===== config.mk =====
export PLATFORM = sky130hd
export DESIGN_NAME = sdram_wb_bridge
export DESIGN_NICKNAME = d
export VERILOG_FILES = /design/src/rtl/sdram_bridge_pkg.sv /design/src/rtl/sdram_wb_bridge.sv
export SDC_FILE = /design/constraint.sdc
export NUM_CORES = 1
export LEC_CHECK = 0
export ABC_AREA = 1
export BUFFER_PORTS_ARGS = -buffer_cell sky130_fd_sc_hd__buf_2
export CAP_MARGIN = 20
export CORE_ASPECT_RATIO = 1.2
export CORE_MARGIN = 4
export CORE_UTILIZATION = 40
export CTS_BUF_LIST = sky130_fd_sc_hd__clkbuf_4 sky130_fd_sc_hd__clkbuf_8 sky130_fd_sc_hd__clkbuf_16
export CTS_CLUSTER_SIZE = 14
export DETAILED_ROUTE_END_ITERATION = 8
export PLACE_DENSITY = 0.69
export SYNTH_ARGS = -nofsm -noshare
export SYNTH_HDL_FRONTEND = slang
export SYNTH_SLANG_ARGS = --single-unit

===== constraint.sdc =====
create_clock -name clk_p -period 5.5 [get_ports clk_p]
set_input_delay 0.825 -clock clk_p [delete_from_list [all_inputs] [get_ports clk_p]]
set_output_delay 0.825 -clock clk_p [all_outputs]
set_load 0.005 [all_outputs]

===== src/rtl/sdram_bridge_pkg.sv =====
// Shared types and defaults for the Wishbone-to-SDRAM controller bridge.
package sdram_bridge_pkg;

  typedef enum logic [2:0] {
    INIT,
    WAIT_RDY,
    IDLE,
    REQ,
    ACCEPT,
    BUSY,
    DONE
  } state_e;

  localparam logic [2:0] ADDR_PAD       = 3'b000;
  localparam int         INIT_HOLD_DEF  = 4;
  localparam int         ACCEPT_TMO_DEF = 8;
  localparam int         CNT_W          = 4;

endpackage


===== src/rtl/sdram_wb_bridge.sv =====
// Wishbone slave in front of the sdram controller pulse/ready handshake,
// with post-reset init sequencing and a sticky ready flag.
module sdram_wb_bridge
  import sdram_bridge_pkg::*;
#(
  parameter int INIT_HOLD  = INIT_HOLD_DEF,
  parameter int ACCEPT_TMO = ACCEPT_TMO_DEF
) (
  input  logic        clk_p,
  input  logic        reset,
  input  logic        wb_stb,
  input  logic        wb_we,
  input  logic [1:0]  wb_sel,
  input  logic [20:0] wb_adr,
  input  logic [15:0] wb_dat_i,
  output logic [15:0] wb_dat_o,
  output logic        wb_ack,
  output logic        sdram_ready,
  output logic        ctl_init,
  output logic        ctl_rd,
  output logic        ctl_we,
  output logic [1:0]  ctl_wtbt,
  output logic [24:0] ctl_addr,
  output logic [15:0] ctl_din,
  input  logic [15:0] ctl_dout,
  input  logic        ctl_ready
);

  localparam logic [CNT_W-1:0] INIT_LAST =
    CNT_W'(INIT_HOLD - 1);
  localparam logic [CNT_W-1:0] TMO_LAST =
    CNT_W'(ACCEPT_TMO - 1);

  state_e            state_q, state_d;
  logic [CNT_W-1:0]  cnt_q, cnt_d;
  logic              init_q, init_d;
  logic              rdy_q, rdy_d;
  logic              ack_q, ack_d;
  logic              rd_q, rd_d;
  logic              wr_q, wr_d;
  logic              is_we_q, is_we_d;
  logic              abort_q, abort_d;
  logic [1:0]        wtbt_q, wtbt_d;
  logic [24:0]       addr_q, addr_d;
  logic [15:0]       din_q, din_d;
  logic [15:0]       dout_q, dout_d;
  logic              fin;

  always_comb begin
    state_d = state_q;
    cnt_d   = cnt_q;
    init_d  = init_q;
    rdy_d   = rdy_q;
    ack_d   = ack_q;
    rd_d    = 1'b0;
    wr_d    = 1'b0;
    is_we_d = is_we_q;
    abort_d = abort_q;
    wtbt_d  = wtbt_q;
    addr_d  = addr_q;
    din_d   = din_q;
    dout_d  = dout_q;
    fin     = 1'b0;

    unique case (state_q)
      INIT: begin
        if (cnt_q == INIT_LAST) begin
          init_d  = 1'b0;
          cnt_d   = '0;
          state_d = WAIT_RDY;
        end else begin
          cnt_d = cnt_q + 1'b1;
        end
      end
      WAIT_RDY: begin
        if (ctl_ready) begin
          rdy_d   = 1'b1;
          state_d = IDLE;
        end
      end
      IDLE: begin
        abort_d = 1'b0;
        if (wb_stb && ctl_ready) begin
          addr_d  = {ADDR_PAD, wb_adr, 1'b0};
          wtbt_d  = wb_we ? wb_sel : 2'b11;
          din_d   = wb_dat_i;
          is_we_d = wb_we;
          state_d = REQ;
        end
      end
      REQ: begin
        rd_d    = !is_we_q;
        wr_d    = is_we_q;
        cnt_d   = '0;
        abort_d = abort_q || !wb_stb;
        state_d = ACCEPT;
      end
      ACCEPT: begin
        abort_d = abort_q || !wb_stb;
        if (!ctl_ready) begin
          state_d = BUSY;
        end else if (cnt_q == TMO_LAST) begin
          // controller never signalled busy: treat as done
          fin = 1'b1;
        end else begin
          cnt_d = cnt_q + 1'b1;
        end
      end
      BUSY: begin
        abort_d = abort_q || !wb_stb;
        fin     = ctl_ready;
      end
      DONE: begin
        if (!wb_stb) begin
          ack_d   = 1'b0;
          state_d = IDLE;
        end
      end
      default: state_d = INIT;
    endcase

    if (fin) begin
      if (abort_q || !wb_stb) begin
        state_d = IDLE;
      end else begin
        ack_d   = 1'b1;
        state_d = DONE;
        if (!is_we_q) dout_d = ctl_dout;
      end
    end
  end

  always_ff @(posedge clk_p or posedge reset) begin
    if (reset) begin
      state_q <= INIT;
      cnt_q   <= '0;
      init_q  <= 1'b1;
      rdy_q   <= 1'b0;
      ack_q   <= 1'b0;
      rd_q    <= 1'b0;
      wr_q    <= 1'b0;
      is_we_q <= 1'b0;
      abort_q <= 1'b0;
      wtbt_q  <= '0;
      addr_q  <= '0;
      din_q   <= '0;
      dout_q  <= '0;
    end else begin
      state_q <= state_d;
      cnt_q   <= cnt_d;
      init_q  <= init_d;
      rdy_q   <= rdy_d;
      ack_q   <= ack_d;
      rd_q    <= rd_d;
      wr_q    <= wr_d;
      is_we_q <= is_we_d;
      abort_q <= abort_d;
      wtbt_q  <= wtbt_d;
      addr_q  <= addr_d;
      din_q   <= din_d;
      dout_q  <= dout_d;
    end
  end

  assign wb_dat_o    = dout_q;
  assign wb_ack      = ack_q;
  assign sdram_ready = rdy_q;
  assign ctl_init    = init_q;
  assign ctl_rd      = rd_q;
  assign ctl_we      = wr_q;
  assign ctl_wtbt    = wtbt_q;
  assign ctl_addr    = addr_q;
  assign ctl_din     = din_q;

endmodule


==> results of run 1 <==
cells in the final DEF (no fill, tap or decap), types with 2 or more instances in the layout:
cell type	instances
sky130_fd_sc_hd__buf_2	119
sky130_fd_sc_hd__buf_4	2
sky130_fd_sc_hd__clkbuf_8	9
sky130_fd_sc_hd__clkinv_2	4
sky130_fd_sc_hd__conb_1	4
sky130_fd_sc_hd__dfrtp_1	68
sky130_fd_sc_hd__inv_1	16
sky130_fd_sc_hd__inv_2	3
sky130_fd_sc_hd__nand2_1	170
sky130_fd_sc_hd__nand3_1	25
sky130_fd_sc_hd__nand3_2	2
sky130_fd_sc_hd__nand4_1	4
sky130_fd_sc_hd__nor2_1	15
sky130_fd_sc_hd__o21ai_0	7
sky130_fd_sc_hd__o22a_1	2
sky130_fd_sc_hd__xor2_1	2
metal layers:
| layer | track usage (%) | wire, um | vias to the layer above |
|---|---|---|---|
| met2 | 26.6 | 3560 | 85 |
| met3 | 3.23 | 436 | 10 |
| met5 | 0 | 0 | - |
| met1 | 21.1 | 3110 | 1237 |
| li1 | - | - | 1305 |
| met4 | 7.31 | 96 | 0 |
registers in the layout, indices dropped and copies added, names as in the netlist:
register,flops
ctl_addr,21
is_we_q,1
ctl_init,1
sdram_ready,1
wb_ack,1
ctl_din,16
ctl_we,1
ctl_rd,1
ctl_wtbt,2
abort_q,1
wb_dat_o,16
state_q,3
cnt_q,4
logic make-up (layout without fill, tap and decap cells):
kind of cell,Yosys count,in the layout,share of synthesized area (%)
and+or+nand+nor,222,222,31.6
DFF,69,69,58.3
buffers and inverters,35,157,5.78
AOI/OAI and AO/OA,15,15,3.21
xor gates and xnor gates,2,2,0.591
adders and majority gates,1,1,0.422
other,1,4,0.126
power breakdown:
part           switching [W]  total, W  internal (W)
combinational       0.000344  0.000600      0.000256
sequential          0.000108  0.000791      0.000683
clock               0.000180  0.000343      0.000164
how the worst max path moves through the flow:
stage / from / to / slack (ps) / cells past startpoint
5_1_grt: ctl_ready / ctl_din[7]$_DFFE_PP0P_ / 3230 / 9
6_report: ctl_ready / ctl_din[5]$_DFFE_PP0P_ / 3430 / 9
2_1_floorplan: reset / abort_q$_DFFE_PP0P_ / 2940 / 1
3_3_place_gp: ctl_ready / is_we_q$_DFFE_PP0P_ / 2780 / 7
3_5_place_dp: ctl_ready / ctl_addr[15]$_DFFE_PP0P_ / 3060 / 9
4_1_cts: ctl_ready / ctl_addr[7]$_DFFE_PP0P_ / 3430 / 9
area by class of cell:
cell class / instances / area (sq um)
fill: 731 / 3440
inverter: 20 / 75.1
multi-input combinational: 244 / 1080
timing repair buffer: 122 / 638
tap: 90 / 113
clock inverter: 5 / 28.8
sequential: 69 / 1730
clock buffer: 10 / 131
per-stage QoR:
stage	setup WS [ps]	std cells	instance area (sq um)
after floorplan	2940	348	2980
after global placement	2780	544	3600
after detailed placement	3060	545	3630
after CTS	3430	560	3790
after global routing	3230	560	3790
final	3430	560	3790
==> flow_metrics.tcl, run 1 <==
set metrics [dict create \
    post_route_ant_nets 0 \
    r2r_slack_ps 3590 \
    timing.critical_path.cells "buf_2, nand2_1, inv_1, nand4_1, buf_4, inv_1, buf_16, nand2_1, nand2_1" \
    post_cts.resized_instances 0 \
    worst-endpoint-arrival_ps 2300 \
    cells_taking_the_most_area_after_synthesis "sky130_fd_sc_hd__dfrtp_1 (57%), sky130_fd_sc_hd__nand2_1 (22%), sky130_fd_sc_hd__nand3_1 (4.2%)" \
    fin_setup_tns_ps 0 \
    timing.critical_path.slowest_cell_delay_ps 390 \
    cts-htree-levels 3 \
    synth-edff-count 0 \
    crit_fanout 39 \
    postSynth.asyncResetShare_pct 100 \
    worstReg2RegStart "state_q[2]$_DFFE_PP0P_" \
    floorplan.core_area_sq_mm 0.00723 \
    clk_pin_slew_worst_paths_ps 70 \
    synth_cell_types 31 \
    initial_core_util_pct 41.0 \
    post_cts_hold_buffer_count 0 \
    yosysSeqAreaShare_pct 58.3 \
    drt-wirelength-per-cell_um 12.9 \
    pin_count 124 \
    hold_path_depth 1 \
    synth_ff_type "sky130_fd_sc_hd__dfrtp_1" \
    port-buffer-count 119 \
    height_of_the_chip_um 102 \
    timing.critical_path.mode_cell "sky130_fd_sc_hd__nand2_1" \
    synth_commonest_cells "sky130_fd_sc_hd__nand2_1 (170), sky130_fd_sc_hd__dfrtp_1 (68), sky130_fd_sc_hd__nand3_1 (25)" \
    grt_pass1_wl_um 11400 \
    synth_area_sq_mm 0.00297 \
    hold_path_startpoint "is_we_q$_DFFE_PP0P_" \
    vias_per_cell 4.71 \
    timing.final.crit_share_pct 37.7 \
    worst_ir_drop_vdd_mv 0.203 \
    yosysTopAreaCell "sky130_fd_sc_hd__dfrtp_1" \
    antenna_found_initial 0 \
    cts_made_buffers 9 \
    first_global_vias 2467 \
    drt-pass1-iter-count 4 \
    postSynthAreaPerCell_sq_um 8.60 \
    critPathRequiredTime_ps 5720 \
    worstSkewPairLatency_ps 340 \
    area_growth_pct 27.8 \
    timing_worst_setup_path_type "input port to flip-flop" \
    yosysMostFrequentCell "sky130_fd_sc_hd__nand2_1" \
    setup.worst_path.end_class "flip-flop" \
    tightestPinTransition_ps 861 \
    cp-start-kind "input port" \
    path_delay_family "buffers and inverters" \
    die-area_sq_mm 0.00886 \
    worstHoldPathType "flip-flop to flip-flop" \
    finalWeightedCongestion 0.789 \
    leakage_nw 2.28 \
    post-synth-top-area-fraction_pct 57.4 \
    tritoncts "built" \
    critical_path.n_buffers_inverters 5 \
    finalHoldViolCount 0 \
    ys_warns 0 \
    worst_hold_endpoint "ctl_rd$_DFF_PP0_" \
    drv.max_cap_violation_count 0 \
    clock_sink_count 69 \
    pins_over_their_slew_limit 0 \
    globalRouteOverflowTotal 0 \
    maxSlewHeadroom_pct 42.6 \
    setup_repair_after_global_routing_missed_its_margin "false" \
    insertedDiodeCount 0 \
    finClkSkew_ps 12.2 \
    final_nets 527 \
    placed_wire_length_estimate_um 5210 \
    worst_r2r_endpoint "ctl_din[5]$_DFFE_PP0P_" \
    timing.fmax_ghz 0.482 \
    detail_route.wirelength_um 7200 \
    placement_rows 34 \
    grt_start_max_net_pins 70 \
    dr.first_iter.drc_count 142 \
    clock_tree.root_cell "sky130_fd_sc_hd__clkbuf_8" \
    global_route.usage.total_pct 16.3 \
    total_power_w 0.00173 \
    num_vias 2637 \
    number_of_standard_cells_after_synthesis 345 \
    cts.repair_timing.setup_buffer_count 0 \
    r2r_cells 7 \
    minimum_clock_period_after_layout_ps 2070 \
    finish.utilization_pct 52.4 \
    clock_tree.buffer_depth 2 \
    run_status "finished, final reports clean" \
    drive_above_1_share_pct 31.9 \
    cp_slowest_cell "sky130_fd_sc_hd__inv_1" \
    holdWs_ps 428 \
    pwr_dens_mw_per_mm2 457 \
    setup-violations-final 0 \
    die_width_um 86.6 \
    synth_seq_cells 69 \
    drcViolationCount 0 \
]
Power figures use the tool's default switching activity.
==> inputs of run 2 (changes only) <==
==> constraint.sdc (replaced) <==
create_clock -name clk_p -period 2.2 [get_ports clk_p]
set_input_delay 0.33 -clock clk_p [delete_from_list [all_inputs] [get_ports clk_p]]
set_output_delay 0.33 -clock clk_p [all_outputs]
set_load 0.005 [all_outputs]
==> run 2 against run 1 <==
Global-route usage grew 0.30 points. Cell count rose by 0.18%. Non-clock buffer count stayed put. Clock power grew to 3.3 times the previous value. Routed wire length increased by 2.2%. Critical path depth decreased by 1. Sequential power up 150%. Final area increased by 1.6%. Combinational power rose to 2.6 times the previous value. Count of clock-buffer cells in the layout grew 1. Worst hold slack worse by 370 ps. Flip-flop and latch count unchanged. Critical path type is now flip-flop to flip-flop. Largest power group unchanged.
==> flow_metrics.tcl, run 2 (synthesized netlist as in run 1, its figures left out) <==
set metrics [dict create \
    run_status "finished, final reports clean" \
    leading_cell_type_in_the_layout_fill_and_taps_excluded "sky130_fd_sc_hd__nand2_1" \
    num_vias 2663 \
    fillers 704 \
    worst-endpoint-arrival_ps 1890 \
    critPathRequiredTime_ps 2420 \
    maxSlewHeadroom_pct 63.2 \
    commonest_cells_after_routing_fill_and_taps_aside "sky130_fd_sc_hd__nand2_1 (170), sky130_fd_sc_hd__buf_2 (119), sky130_fd_sc_hd__dfrtp_1 (68)" \
    finalHoldViolCount 0 \
    pin_count 124 \
    timing.final.crit_share_pct 75.9 \
    final_nets 527 \
    multiInputGateArea_sq_mm 0.00108 \
    setup_repair_after_global_routing_missed_its_margin "false" \
    globalRouteOverflowTotal 0 \
    drive_above_1_share_pct 32.1 \
    grt_start_max_net_pins 70 \
    die-area_sq_mm 0.00886 \
    setup.worst_path.start "cnt_q[0]$_DFFE_PP0P_" \
    global_route.usage.total_pct 16.6 \
    clock_sink_count 69 \
    finClkSkew_ps 12.0 \
    detail_route.wirelength_um 7360 \
    clock_tree.root_cell "sky130_fd_sc_hd__clkbuf_8" \
    max_reg_flops 21 \
    cp-start-kind "flip-flop" \
    clk_pin_slew_worst_paths_ps 80 \
    pins_over_their_slew_limit 0 \
    cts.repair_timing.setup_buffer_count 0 \
    leakage_nw 2.30 \
    crit_fanout 17 \
    first_global_vias 2449 \
    setup.worst_path.end_class "flip-flop" \
    tritoncts "built" \
    tightestPinTransition_ps 548 \
    floorplan.core_area_sq_mm 0.00723 \
    minimum_clock_period_after_layout_ps 1670 \
    pwr_dens_mw_per_mm2 1200 \
    insertedDiodeCount 0 \
    cts_made_buffers 9 \
    port-buffer-count 119 \
    initial_core_util_pct 41.0 \
    post_route_ant_nets 0 \
    setup-violations-final 0 \
    die_width_um 86.6 \
    height_of_the_chip_um 102 \
    worstSkewPairLatency_ps 340 \
    post_cts.resized_instances 0 \
    drt-wirelength-per-cell_um 13.1 \
    fin_setup_tns_ps 0 \
    grt_pass1_wl_um 11500 \
    antenna_found_initial 0 \
    post_cts_hold_buffer_count 0 \
    worst_ir_drop_vdd_mv 0.585 \
    dr.first_iter.drc_count 115 \
    timing.fmax_ghz 0.599 \
    vias_per_cell 4.75 \
    finalWeightedCongestion 0.919 \
    clock_tree.buffer_depth 2 \
    drcViolationCount 0 \
    worstHoldPathType "input port to async pin" \
    place.detailed.instances 545 \
    cts-htree-levels 3 \
    placed_wire_length_estimate_um 5280 \
    sequential_cell_area_sq_mm 0.00173 \
    timing_worst_setup_path_type "flip-flop to flip-flop" \
    drv.max_cap_violation_count 0 \
    drt-pass1-iter-count 4 \
    placement_rows 34 \
    final_cells 561 \
    worstReg2RegStart "cnt_q[0]$_DFFE_PP0P_" \
    area_growth_pct 29.8 \
]
-- run 2: cell types whose count changed in the layout (fill, tap and decap cells not counted), sizes merged --
cell / previous run / this run
bufinv: 0 / 2
clkbuf: 10 / 11
clkinv: 6 / 4
-- run 2: through the flow --
step                setup slack [ps]  power, W  cell area [sq um]  util, %  hold WS (ps)
finish                           531   0.00463               3850     53.2          58.1
global route                     381   0.00499               3850     53.2          76.8
CTS                              519   0.00468               3850     53.2          69.7
detailed placement               538   0.00354               3640     50.3           419
global placement                 622   0.00347               3640     50.3           418
floorplan                        132   0.00287               2980        -           411
-- run 2: cell type report --
type	instances	share of cell area, %
clock inverter	5	1.95
clock buffer	11	3.61
sequential	69	44.9
tap	90	2.92
timing repair buffer	122	16.7
inverter	20	1.95
multi-input combinational	244	28.0
-- run 2: worst paths after layout --
kind,endpoint,cells after the start,slack [ps]
min in group clk_p,ctl_din[6]$_DFFE_PP0P_,3,180
worst min-delay path,wb_dat_o[15]$_DFFE_PP0P_,3,60
worst min register to register,ctl_rd$_DFF_PP0_,1,450
worst max register to register,wb_dat_o[6]$_DFFE_PP0P_,8,530
max in group asynchronous,ctl_init$_DFFE_PP1P_,3,1810
worst max-delay path,wb_dat_o[6]$_DFFE_PP0P_,8,530
-- run 2: metal layers --
metal / vias to the layer above / track usage, % / part of all wire, %
li1: 1307 / - / -
met1: 1241 / 22.1 / 42
met2: 97 / 25.3 / 49
met3: 18 / 3.95 / 6.9
met4: 0 / 8.63 / 2.5
met5: - / 0 / 0
-- run 2: worst max-delay path, cell delays in order, from the launching register on --
cell and delay [ps]:
sky130_fd_sc_hd__dfrtp_1 390, sky130_fd_sc_hd__ha_1 250, sky130_fd_sc_hd__nand3_2 120, sky130_fd_sc_hd__nand2_2 100, sky130_fd_sc_hd__nand3_4 110, sky130_fd_sc_hd__nor2_8 240
sky130_fd_sc_hd__nand2_4 170, sky130_fd_sc_hd__nand2_1 110, sky130_fd_sc_hd__nand2_1 50
-- run 2: report_power, final --
group	internal, W	switching (W)
clock network	0.000658	0.000468
logic	0.000640	0.000889
registers	0.00171	0.000264
==> inputs of run 3 (changes only) <==
--- a/config.mk
+++ b/config.mk
@@ -14,7 +14,7 @@
 export CTS_BUF_LIST = sky130_fd_sc_hd__clkbuf_4 sky130_fd_sc_hd__clkbuf_8 sky130_fd_sc_hd__clkbuf_16
 export CTS_CLUSTER_SIZE = 14
 export DETAILED_ROUTE_END_ITERATION = 8
-export PLACE_DENSITY = 0.69
+export PLACE_DENSITY = 0.71
 export SYNTH_ARGS = -nofsm -noshare
 export SYNTH_HDL_FRONTEND = slang
 export SYNTH_SLANG_ARGS = --single-unit
==> constraint.sdc (replaced) <==
create_clock -name clk_p -period 1.4 [get_ports clk_p]
set_input_delay 0.21 -clock clk_p [delete_from_list [all_inputs] [get_ports clk_p]]
set_output_delay 0.21 -clock clk_p [all_outputs]
set_load 0.005 [all_outputs]
==> run 3 against run 2 <==
Largest cell class unchanged. Via count increased by 4.1%. Largest power group unchanged. Non-clock buffer count increased by 29. Critical path type unchanged. The flow now finishes with violations (negative setup slack). Critical path depth unchanged. Register-to-register slack got worse by 550 ps.
==> flow_metrics.tcl, run 3 (synthesized netlist as in run 1, its figures left out) <==
set metrics [dict create \
    run_status "finished with violations" \
    failed_checks "negative setup slack" \
    worstSkewPairLatency_ps 350 \
    dr.first_iter.drc_count 136 \
    timing_worst_setup_path_type "flip-flop to flip-flop" \
    worst_ir_drop_vdd_mv 0.971 \
    tightestPinTransition_ps 530 \
    globalRouteOverflowTotal 0 \
    crit_fanout 8 \
    finalWeightedCongestion 0.904 \
    grt_start_max_net_pins 28 \
    area_growth_pct 46.6 \
    critPathRequiredTime_ps 1640 \
    dpl_worst_slack_ps -31.8 \
    pin_count 124 \
    setup-violations-final 5 \
    final_critical_path_setup_slack_ps -19.5 \
    detail_route.wirelength_um 7910 \
    timing.fmax_ghz 0.704 \
    tritoncts "built" \
    maxSlewHeadroom_pct 64.6 \
    drt-pass1-iter-count 4 \
    commonest_cells_after_routing_fill_and_taps_aside "sky130_fd_sc_hd__nand2_1 (157), sky130_fd_sc_hd__buf_2 (119), sky130_fd_sc_hd__dfrtp_1 (67)" \
    floorplan.core_area_sq_mm 0.00723 \
    placed_wire_length_estimate_um 5500 \
    leading_cell_type_in_the_layout_fill_and_taps_excluded "sky130_fd_sc_hd__nand2_1" \
    fin_setup_tns_ps -31.2 \
    finalHoldViolCount 0 \
    initial_core_util_pct 41.0 \
    cp-start-kind "flip-flop" \
    die_width_um 86.6 \
    clock_sink_count 69 \
    drive_above_1_share_pct 41.9 \
    placement_rows 34 \
    cts-htree-levels 3 \
    worst-endpoint-arrival_ps 1660 \
    timing.final.crit_share_pct 101 \
    port-buffer-count 119 \
    worstHoldPathType "input port to flip-flop" \
    pwr_dens_mw_per_mm2 1910 \
    pins_over_their_slew_limit 0 \
    post_route_ant_nets 0 \
    grt_pass1_wl_um 12300 \
    drcViolationCount 0 \
    setup_repair_after_global_routing_missed_its_margin "true" \
    insertedDiodeCount 0 \
    clock_tree.buffer_depth 2 \
    vias_per_cell 4.69 \
    first_global_vias 2685 \
    height_of_the_chip_um 102 \
    antenna_found_initial 1 \
    drt-wirelength-per-cell_um 13.4 \
    die-area_sq_mm 0.00886 \
    drv.max_cap_violation_count 0 \
    global_route.usage.total_pct 18.0 \
    num_vias 2773 \
    clk_pin_slew_worst_paths_ps 80 \
    final_nets 557 \
    clock_tree.root_cell "sky130_fd_sc_hd__clkbuf_8" \
    cts_made_buffers 9 \
    minimum_clock_period_after_layout_ps 1420 \
    leakage_nw 2.49 \
    setup.worst_path.end_class "flip-flop" \
    max_reg_flops 21 \
    finClkSkew_ps 10.4 \
]
## run 3: changes by cell type in the layout (fill, tap and decap cells not counted), sizes merged
cell,before,now
inv,19,18
dlygate4sd3,0,1
buf,122,149
clkbuf,11,10
bufinv,2,4
clkinvlp,0,1
nand2,172,173
## run 3: layout make-up
class,instances,area [sq um]
inverter,20,83.8
timing repair buffer,151,923
fill,650,2880
tap,90,113
sequential,69,1730
clock inverter,7,146
clock buffer,9,124
multi-input combinational,245,1230
## run 3: power by group
part	internal, W	switching (W)	total (W)
clock	0.00138	0.000785	0.00216
combinational	0.00137	0.00166	0.00303
sequential	0.00268	0.000409	0.00309
## run 3: per-stage QoR
stage,hold slack [ps],total power [W],cells,instance area (sq um),util (%)
4_1_cts,36.4,0.00802,583,4140,57.3
3_3_place_gp,280,0.00563,560,3770,52.1
2_1_floorplan,320,0.00451,348,2980,-
6_report,53.2,0.00828,591,4350,60.1
3_5_place_dp,288,0.00572,560,3770,52.1
5_1_grt,55.0,0.00888,591,4350,60.1
## run 3: timing repair
item	CTS	global route
gates cloned	2	1
setup buffers	4	7
resized for setup	9	43
hold buffers	1	0
hold endpoints to repair	20	0
pin swaps	4	20
setup endpoints to repair	16	63
## run 3: critical path, stage by stage (launching register included)
cell                      delay [ps]
sky130_fd_sc_hd__dfrtp_1         410
sky130_fd_sc_hd__ha_4            170
sky130_fd_sc_hd__nand3_4          90
sky130_fd_sc_hd__nand2_4          80
sky130_fd_sc_hd__nand3_4         100
sky130_fd_sc_hd__nor2_8          200
sky130_fd_sc_hd__nand2_4         130
sky130_fd_sc_hd__nand2_1          90
sky130_fd_sc_hd__nand2_1          50
## run 3: worst paths after layout
check                           cells after the start                  from                 endpoint  slack (ps)
worst min-delay path                                3             wb_adr[8]  ctl_addr[9]$_DFFE_PP0P_          50
worst max-delay path                                8  cnt_q[1]$_DFFE_PP0P_  wb_dat_o[7]$_DFFE_PP0P_         -20
worst max register to register                      8  cnt_q[1]$_DFFE_PP0P_  wb_dat_o[7]$_DFFE_PP0P_         -20
max in group asynchronous                           4                 reset     ctl_init$_DFFE_PP1P_         390
worst min register to register                      1   is_we_q$_DFFE_PP0P_         ctl_rd$_DFF_PP0_         440
min in group asynchronous                           3                 reset  ctl_addr[9]$_DFFE_PP0P_         460
## run 3: layer usage
metal	wire length, um	track usage (%)	vias to the layer above
met5	0	0	-
met4	213	9.23	0
met3	481	3.95	18
met2	3890	30.1	82
met1	3320	21.7	1295
li1	-	-	1378
